File: src/rtl/inst_loader_pkg.sv
// rtl/inst_loader_pkg.sv - shared types and constants for the instruction loader
package loader_pkg;

  localparam int IW    = 9;
  localparam int AW    = 10;
  localparam int NPROG = 3;

  localparam int EOP_BIT   = 7;
  localparam int INST8_BIT = 0;

  // byte1 bits that must be zero in a well-formed frame
  localparam logic [7:0] RSVD_MASK = 8'h7E;

  typedef enum logic [1:0] {
    LO   = 2'd0,
    HI   = 2'd1,
    DONE = 2'd2,
    ERR  = 2'd3
  } state_t;

endpackage

File: src/rtl/inst_loader_if.sv
// rtl/inst_loader_if.sv - byte stream in and instruction-RAM write bus out
interface inst_loader_if;
  import loader_pkg::*;

  logic          LoadValid;
  logic          LoadReady;
  logic [7:0]    LoadData;
  logic          WrEn;
  logic [AW-1:0] WrAddr;
  logic [IW-1:0] WrData;

  // host side: sources bytes, observes instruction writes
  modport master (
    output LoadValid, LoadData,
    input  LoadReady, WrEn, WrAddr, WrData
  );

  // loader side: sinks bytes, issues instruction writes
  modport slave (
    input  LoadValid, LoadData,
    output LoadReady, WrEn, WrAddr, WrData
  );

endinterface

File: src/rtl/inst_loader_prog_base_table.sv
// rtl/inst_loader_prog_base_table.sv - per-program base address table
module prog_base_table
  import loader_pkg::*;
(
  input  logic          Clk,
  input  logic          Reset,
  input  logic          we,
  input  logic [1:0]    widx,
  input  logic [AW-1:0] wdata,
  input  logic [1:0]    rsel,
  output logic [AW-1:0] rdata
);

  logic [AW-1:0] tbl [NPROG];

  // Entry 0 is never written, so program 0 always starts at address 0
  always_ff @(posedge Clk) begin
    if (Reset) begin
      for (int i = 0; i < NPROG; i++) tbl[i] <= '0;
    end else if (we && (widx != 2'd0) && (int'(widx) < NPROG)) begin
      tbl[widx] <= wdata;
    end
  end

  // Combinational read; out-of-range selects and entry 0 read as zero
  always_comb begin
    rdata = '0;
    if ((rsel != 2'd0) && (int'(rsel) < NPROG)) rdata = tbl[rsel];
  end

endmodule

File: src/rtl/inst_loader.sv
// rtl/inst_loader.sv - assembles byte pairs into 9-bit instructions and loads them
module inst_loader
  import loader_pkg::*;
(
  input  logic           Clk,
  input  logic           Reset,
  inst_loader_if.slave   load,
  input  logic [1:0]     ProgSel,
  output logic [AW-1:0]  ProgBase,
  output logic [1:0]     ProgCount,
  output logic           Done,
  output logic           Error
);

  localparam logic [AW-1:0] ADDR_MAX = {AW{1'b1}};

  state_t        state;
  logic [AW-1:0] addr;
  logic [7:0]    byte0;
  logic [1:0]    prog_count;
  logic          wr_en;
  logic [AW-1:0] wr_addr;
  logic [IW-1:0] wr_data;

  logic          xfer;
  logic          byte1_ok;
  logic          eop;
  logic [1:0]    count_next;
  logic          tbl_we;

  assign load.LoadReady = !Reset && ((state == LO) || (state == HI));
  assign xfer           = load.LoadValid && load.LoadReady;
  assign byte1_ok       = (load.LoadData & RSVD_MASK) == 8'h00;
  assign eop            = load.LoadData[EOP_BIT];
  assign count_next     = prog_count + 2'd1;

  // Record where the next program starts, unless this EOP completes the set
  assign tbl_we = (state == HI) && xfer && byte1_ok && eop && (int'(count_next) != NPROG);

  // Loader FSM with address counter and registered RAM write port
  always_ff @(posedge Clk) begin
    if (Reset) begin
      state      <= LO;
      addr       <= '0;
      byte0      <= '0;
      prog_count <= '0;
      wr_en      <= 1'b0;
      wr_addr    <= '0;
      wr_data    <= '0;
    end else begin
      wr_en <= 1'b0;
      case (state)
        LO: begin
          if (xfer) begin
            byte0 <= load.LoadData;
            state <= HI;
          end
        end
        HI: begin
          if (xfer) begin
            if (!byte1_ok) begin
              state <= ERR;
            end else begin
              wr_en   <= 1'b1;
              wr_addr <= addr;
              wr_data <= {load.LoadData[INST8_BIT], byte0};
              addr    <= addr + 1'b1;
              state   <= LO;
              if (eop) begin
                prog_count <= count_next;
                if (int'(count_next) == NPROG) state <= DONE;
                else if (addr == ADDR_MAX)     state <= ERR;
              end else if (addr == ADDR_MAX) begin
                state <= ERR;
              end
            end
          end
        end
        default: ;
      endcase
    end
  end

  prog_base_table u_table (
    .Clk   (Clk),
    .Reset (Reset),
    .we    (tbl_we),
    .widx  (count_next),
    .wdata (addr + 1'b1),
    .rsel  (ProgSel),
    .rdata (ProgBase)
  );

  assign load.WrEn    = wr_en;
  assign load.WrAddr  = wr_addr;
  assign load.WrData  = wr_data;
  assign ProgCount    = prog_count;
  assign Done         = (state == DONE);
  assign Error        = (state == ERR);

endmodule
File: src/flat_wrapper.sv
// flat-port wrapper written by rule: the top's interface ports become plain ports
module inst_loader_flat import loader_pkg::*;
  (Clk, Reset, ProgSel, ProgBase, ProgCount, Done, Error, load_LoadValid, load_LoadData, load_LoadReady, load_WrEn, load_WrAddr, load_WrData);
  inst_loader_if load_i ();
  input  logic Clk;
  input  logic Reset;
  input  logic [1:0] ProgSel;
  output logic [AW-1:0] ProgBase;
  output logic [1:0] ProgCount;
  output logic Done;
  output logic Error;
  input wire logic [$bits(load_i.LoadValid)-1:0] load_LoadValid;
  input wire logic [$bits(load_i.LoadData)-1:0] load_LoadData;
  output wire logic [$bits(load_i.LoadReady)-1:0] load_LoadReady;
  output wire logic [$bits(load_i.WrEn)-1:0] load_WrEn;
  output wire logic [$bits(load_i.WrAddr)-1:0] load_WrAddr;
  output wire logic [$bits(load_i.WrData)-1:0] load_WrData;
  assign load_i.LoadValid = load_LoadValid;
  assign load_i.LoadData = load_LoadData;
  assign load_LoadReady = load_i.LoadReady;
  assign load_WrEn = load_i.WrEn;
  assign load_WrAddr = load_i.WrAddr;
  assign load_WrData = load_i.WrData;
  inst_loader u_core (.Clk(Clk), .Reset(Reset), .load(load_i), .ProgSel(ProgSel), .ProgBase(ProgBase), .ProgCount(ProgCount), .Done(Done), .Error(Error));
endmodule
File: config.mk
export PLATFORM = sky130hd
export DESIGN_NAME = inst_loader_flat
export DESIGN_NICKNAME = d
export VERILOG_FILES = /design/src/rtl/inst_loader_pkg.sv /design/src/rtl/inst_loader_if.sv /design/src/rtl/inst_loader_prog_base_table.sv /design/src/rtl/inst_loader.sv /design/src/flat_wrapper.sv
export SDC_FILE = /design/constraint.sdc
export NUM_CORES = 1
export LEC_CHECK = 0
export CORE_MARGIN = 2
export CORE_UTILIZATION = 41
export CTS_CLUSTER_SIZE = 30
export DETAILED_ROUTE_END_ITERATION = 6
export GPL_TIMING_DRIVEN = 0
export HOLD_SLACK_MARGIN = 0.1
export PLACE_DENSITY = 0.66
export SKIP_CTS_REPAIR_TIMING = 1
export SYNTH_ARGS = -nofsm -noshare
export SYNTH_HDL_FRONTEND = slang
export SYNTH_SLANG_ARGS = --single-unit
export TNS_END_PERCENT = 100
File: constraint.sdc
create_clock -name Clk -period 3.2 [get_ports Clk]
set_clock_uncertainty 0.05 [all_clocks]
set_input_delay 0.8 -clock Clk [delete_from_list [all_inputs] [get_ports Clk]]
set_output_delay 0.8 -clock Clk [all_outputs]
set_load 0.02 [all_outputs]
; ---- Word-level counts from Yosys, hierarchy flattened
; Memories as Yosys holds them, arrays and structs flattened.
; Index checks and enable logic that the tools add are counted.
[totals]
memories = 1
in_bits = 13
ramBits = 30
output_inout_bits = 35
word_cells = 61
regBits = 42
[op_classes]
addsub = 2
eq_ne = 8
mux = 17
n_reduce_logical = 22
bitwise_logic = 2
n_lt_le_gt_ge = 2
[mem_list]
columns = memory, words, width, rd, rd_ports_with_merged_regs, wr, line_no
row1 = u_core.u_table.tbl, 3, 10, 1, 0, 3, inst_loader_prog_base_table.sv:14  ; logic [AW-1:0] tbl [NPROG];
[op_table]
columns = op, count
row1 = 2-to-1 mux 10 bit, 2
row2 = 2-to-1 mux 2 bit, 7
row3 = adder 10 x 1 -> 10 bit (second input constant), 1
row4 = equality test 10 bit (second input constant), 1
row5 = OR reduction 10 bit, 1
row6 = logical AND 1 bit, 9
row7 = logical NOT 8 bit, 1
row8 = 2-to-1 mux 1 bit, 7
row9 = != test 2 x 1 -> 1 bit (second input constant), 3
row10 = AND reduction 3 bit, 2
row11 = nonzero test 2 bit, 3
row12 = equality test 2 x 1 -> 1 bit (second input constant), 2
row13 = equality test 2 bit (second input constant), 2
row14 = less-than comparator 2 bit (second input constant), 2
row15 = one-hot mux 2 bit (2 select lines), 1
row16 = AND reduction 4 bit, 1
row17 = OR reduction 3 bit, 1
row18 = adder 2 x 1 -> 2 bit (second input constant), 1
row19 = logical NOT 2 bit, 1
row20 = inverter 1 bit, 2
row21 = AND reduction 2 bit, 1
row22 = logical NOT 1 bit, 1
row23 = logical OR 1 bit, 1

; ---- Depth between registers and ports, before layout
[depth]
depth_word = 15
depth_mapped = 6
mapped_depth_nobuf = 5

; ---- Hierarchy
; From an unflattened synthesis, not the netlist that was laid out.
[hier_totals]
hier_cells = 282
hier_area_um2 = 2685.1
[modules_own_cells]
columns = module, area_per_inst_um2, seq_area_each_um2, n_inst, cells_per_inst
row1 = inst_loader, 1756.7, 840.8, 1, 219
row2 = prog_base_table, 928.4, 600.6, 1, 63

; ---- Least setup slack after synthesis
; Ideal clock, no wire load.
[synth_timing]
path_type = input -> output
start = input port ProgSel[1]
end = output port ProgBase[0]
t_arrival_ns = 1.469
required_ns = 2.350
n_path_buf = 1
path_slack_ns = 0.881
path_stages = 3
path_cell_list = nor2b_1 -> clkbuf_1 -> a22o_1
[synth_between]
elab_chain_cells = 3
word_cells_on_any_way = 5
classes_between = order compare (1) / mux (1) / reduce/logical (2) / memory (1)
[synth_rtl]
columns = element, line_no
row1 = from (decl), flat_wrapper.sv:7  ; input logic [1:0] ProgSel;
row2 = less-than comparator 2 bit / nonzero test 2 bit (equally long branches), inst_loader_prog_base_table.sv:28  ; if ((rsel != 2'd0) && (int'(rsel) < NPROG)) rdata = tbl[rsel];
row3 = logical AND 1 bit, inst_loader_prog_base_table.sv:28
row4 = 2-to-1 mux 10 bit (*), inst_loader_prog_base_table.sv:28
row5 = to (decl), flat_wrapper.sv:8  ; output logic [AW-1:0] ProgBase;
; Every way passes the cells marked *; elsewhere a longest branch is shown, timed or not.

; ---- Final worst setup path
[layout_timing]
start = input port Reset
end = output port load_LoadReady
[layout_between]
elab_chain_cells = 2
[layout_rtl]
columns = element, line_no
row1 = from (decl), flat_wrapper.sv:6  ; input logic Reset;
row2 = logical NOT 1 bit, inst_loader.sv:31  ; assign load.LoadReady = !Reset && ((state == LO) || (state == HI));
row3 = logical AND 1 bit, inst_loader.sv:31
row4 = to (decl), flat_wrapper.sv:14  ; output wire logic [$bits(load_i.LoadReady)-1:0] load_LoadReady;
; Every way passes these cells.

==> results by group <==
Clock network
  • Maximum number of buffers from clock root to sink: 2
  • CTS tree: done
  • H-tree level count: 3
  • Number of buffers added by the clock tree synthesis step: 9
  • Clock Pin Slew Worst Setup and Hold Paths: 0.06 ns
  • Number of clock sinks seen by CTS: 62
  • Clock latency at the later pin of the worst-skew pair: 0.33 ns
  • Buffer cell driving the clock tree root: sky130_fd_sc_hd__clkbuf_8

Synth
  • Largest family of logic cells by synthesized area: simple AND/OR/NAND/NOR gates
  • Flip-flop and latch count after synthesis: 62
  • Cell area after technology mapping: 0.00262 mm^2
  • Xor and xnor fraction of the mapped netlist area: 4.34%
  • Number of synthesized flops with an enable pin: 20
  • Synthesized netlist cell count: 278
  • Post-synthesis simple-gate area fraction: 22.7%
  • Fraction of registers with async set/reset: 0%
  • Sequential element share of the synthesized area: 55.0%
  • Most common flop cell mapped by yosys: sky130_fd_sc_hd__dfxtp_1
  • Multiplexer share of the synthesized area: 0%
  • Warnings from Yosys: 0
  • Synth unique cells: 34
  • Post-synthesis adder-cell area fraction: 2.39%
  • Synth Net Count: 296
  • Compound-cell area share of the yosys netlist: 11.6%
  • Average size of a mapped cell: 9.43 um^2

Pwr
  • Switching fraction of total power: 21.4%
  • Leakage power of the design: 1.28 nW
  • Combinational cell fraction of total power: 6.4%
  • Worst IR drop on VDD: 0.272 mV
  • Proportion of power drawn by flip-flops and latches: 52.3%
  • Internal Power: 0.00126 W
  • Switching power: 0.000343 W
  • Power share of the clock group: 41.3%
  • PD cells: 469 mW/mm^2

Floorplan
  • Core Area: 0.00628 mm^2
  • Starting utilization of the core area: 41.8%
  • Vert. Die Dim: 84.0 um
  • Top-level I/O count: 48
  • Die area: 0.00705 mm^2
  • Row count: 29
  • Die Width: 84.0 um

Detailed routing
  • Overall via count from detail_route: 2080
  • DRC: 0
  • Routed wirelength normalized by instance count: 13.2 um
  • Number of antenna-violating nets in the routed design: 0
  • Via count normalized by instance count: 4.98
  • Number of search-and-repair iterations in the first detailed-routing pass: 5
  • Total wire length after detailed routing: 5.53 mm
  • Iteration-0 DRC count of the detailed router: 85

Worst setup path
  • Arrival @ worst endpoint: 2.25 ns
  • Largest fanout on the critical path: 10
  • Critical path capture point type: primary output
  • Buffers and inverters on the worst path: 3
  • Largest delay contributor family on the critical path: buffers and inverters
  • Worst Path Class, Setup: input pin to primary output
  • Cell with the largest stage delay on the worst path: sky130_fd_sc_hd__clkdlybuf4s50_1
  • Largest incremental delay on the critical path: 0.63 ns
  • Critical Path Start Type: input pin
  • Ordered list of cells on the worst path: clkdlybuf4s50_1, clkbuf_2, nor2_1, clkdlybuf4s50_1
  • Data required time of the critical path: 2.35 ns
  • Most frequent CP cell: sky130_fd_sc_hd__clkdlybuf4s50_1

Place
  • Buffers added on ports: 47
  • Worst setup slack before clock tree synthesis: -0.227 ns
  • GPL Wtd Cong: 0.753
  • Placed Cells incl. Taps: 402
  • Sum of net half-perimeters after detailed placement: 3.89 mm

Finish
  • Diodes inserted: 0
  • Signed area change from the synthesized netlist to the final layout: 30.0%
  • Most frequent cells in the layout: 60 x sky130_fd_sc_hd__nand2_1, 42 x sky130_fd_sc_hd__dfxtp_1, 37 x sky130_fd_sc_hd__clkdlybuf4s50_1
  • Share of post-route cells with drive strength above 1: 8.21%
  • Non-filler instance count after layout: 418
  • Filler Cells Inserted: 598
  • Total number of nets in the final design: 354
  • Most common library cell in the layout ignoring fill and taps: sky130_fd_sc_hd__nand2_1

Flow run
  • Max_cap viols: 0

GRT
  • Wire length of the first global-routing pass: 8.87 mm
  • Number of global-route vias before repair: 1897
  • Number of antenna violations at the first check in global routing: 0
  • Pin count of the biggest net entering global routing: 11
  • GRT Resource Usage Total: 15.8%
  • GRT overflow: 0

Status
  • Result of the run: completed

STA
  • Fin crit period: 3.10 ns
  • WHS: 0.402 ns
  • Pin slew with the least headroom to its limit: 0.721 ns
  • Final Hold Violating Endpoints: 0
  • Setup total negative slack: 0 ns
  • Least setup slack across all paths after layout: 0.103 ns
  • Share of the cycle needed by the critical path after routing: 96.8%
  • Total count of max-transition violations in the final report: 0
  • Maximum achievable frequency: 0.323 GHz
  • Finish-stage setup viols: 0
  • Max-slew headroom: 51.8%
  • RSZ-0062 raised after global routing: false

Hold path
  • Class of the tightest hold or removal check: flip-flop to flip-flop
## worst reg2reg max path, delay by kind of cell (launching register included)
family	cells	cell delay (ns)
AND/OR/NAND/NOR	4	1.12
flip-flops	1	0.41
buffers and inverters	1	0.17
## logic make-up after synthesis
family | after synthesis
AO/OA/AOI/OAI | 52
XOR/XNOR | 13
adder cells (fa/ha/maj) | 5
buffers and inverters | 23
flip-flops | 62
AND/OR/NAND/NOR | 123
## synthesized netlist by cell type, types with 2 or more instances
| cell type | n | area, um^2 |
|---|---|---|
| sky130_fd_sc_hd__a22o_1 | 10 | 87.6 |
| sky130_fd_sc_hd__edfxtp_1 | 20 | 601 |
| sky130_fd_sc_hd__nor3_1 | 2 | 10.0 |
| sky130_fd_sc_hd__buf_2 | 8 | 40.0 |
| sky130_fd_sc_hd__nand2_1 | 60 | 225 |
| sky130_fd_sc_hd__and3_1 | 2 | 12.5 |
| sky130_fd_sc_hd__inv_1 | 4 | 15.0 |
| sky130_fd_sc_hd__dfxtp_1 | 42 | 841 |
| sky130_fd_sc_hd__a21oi_1 | 35 | 175 |
| sky130_fd_sc_hd__or3_1 | 4 | 25.0 |
| sky130_fd_sc_hd__xnor2_1 | 6 | 52.6 |
| sky130_fd_sc_hd__nor2b_1 | 2 | 12.5 |
| sky130_fd_sc_hd__nand2b_1 | 2 | 12.5 |
| sky130_fd_sc_hd__and2_1 | 3 | 18.8 |
| sky130_fd_sc_hd__o21ai_0 | 5 | 25.0 |
| sky130_fd_sc_hd__nand3_1 | 2 | 10.0 |
| sky130_fd_sc_hd__ha_1 | 5 | 62.6 |
| sky130_fd_sc_hd__clkbuf_1 | 8 | 30.0 |
| sky130_fd_sc_hd__nor2_1 | 28 | 105 |
| sky130_fd_sc_hd__xor2_1 | 7 | 61.3 |
| sky130_fd_sc_hd__nand4_1 | 10 | 62.6 |
## cell type report
class	instances	area (um^2)	share of cell area, %
clock buffers	14	153	4.48
well taps	77	96.3	2.83
inverters	5	18.8	0.551
multi-input cells	193	1080	31.6
flip-flops and latches	62	1440	42.3
plain buffers	18	91.3	2.68
clock inverters	2	35.0	1.03
repair buffers	47	495	14.5
## state kept, by name, indices dropped and copies added (netlist names)
signal and cells:
u_core.ProgCount 2, u_core.load.WrAddr 10, u_core.u_table.tbl 20, u_core.addr 10, u_core.load.WrEn 1, u_core.state 2, u_core.load.WrData 9, u_core.byte0 8
## through the flow
| stage | util (%) | cell area, um^2 | total power [W] |
|---|---|---|---|
| final | 54.3 | 3410 | 0.00160 |
| after global routing | 54.3 | 3410 | 0.00165 |
| after CTS | 53.8 | 3380 | 0.00161 |
| after detailed placement | 50.8 | 3190 | 0.000957 |
| after global placement | 50.8 | 3190 | 0.000956 |
| after floorplan | - | 2620 | 0.000906 |
## layer usage
layer	up-vias	GRT usage (%)	share of wire [%]	routed length, um
met3	6	4.06	6.6	366
li1	1075	-	-	-
met5	-	0	0	0
met1	944	20.5	46	2550
met2	55	24.4	46	2560
met4	0	7.92	0.83	46
## final timing paths
check | startpoint | depth (start not counted) | slack, ns | to
hold reg to reg | u_core.load.WrData[2]$_SDFFE_PP0P_ | 2 | 0.40 | u_core.load.WrData[2]$_SDFFE_PP0P_
hold / removal | u_core.load.WrData[2]$_SDFFE_PP0P_ | 2 | 0.40 | u_core.load.WrData[2]$_SDFFE_PP0P_
setup / recovery | Reset | 4 | 0.10 | load_LoadReady
setup reg to reg | u_core.state[0]$_SDFFE_PP0P_ | 5 | 1.09 | u_core.u_table.tbl[1][0]$_SDFFCE_PN0P_
## power by group through the flow
stage	Clock, W	Combinational (W)	Sequential [W]
4_1_cts	0.000671	0.000104	0.000836
5_1_grt	0.000704	0.000110	0.000837
6_report	0.000660	0.000102	0.000836
3_5_place_dp	0	0.000104	0.000854
3_3_place_gp	0	0.000103	0.000853
2_1_floorplan	0	0.0000544	0.000852
No activity file was read; power rests on OpenSTA's default activity.
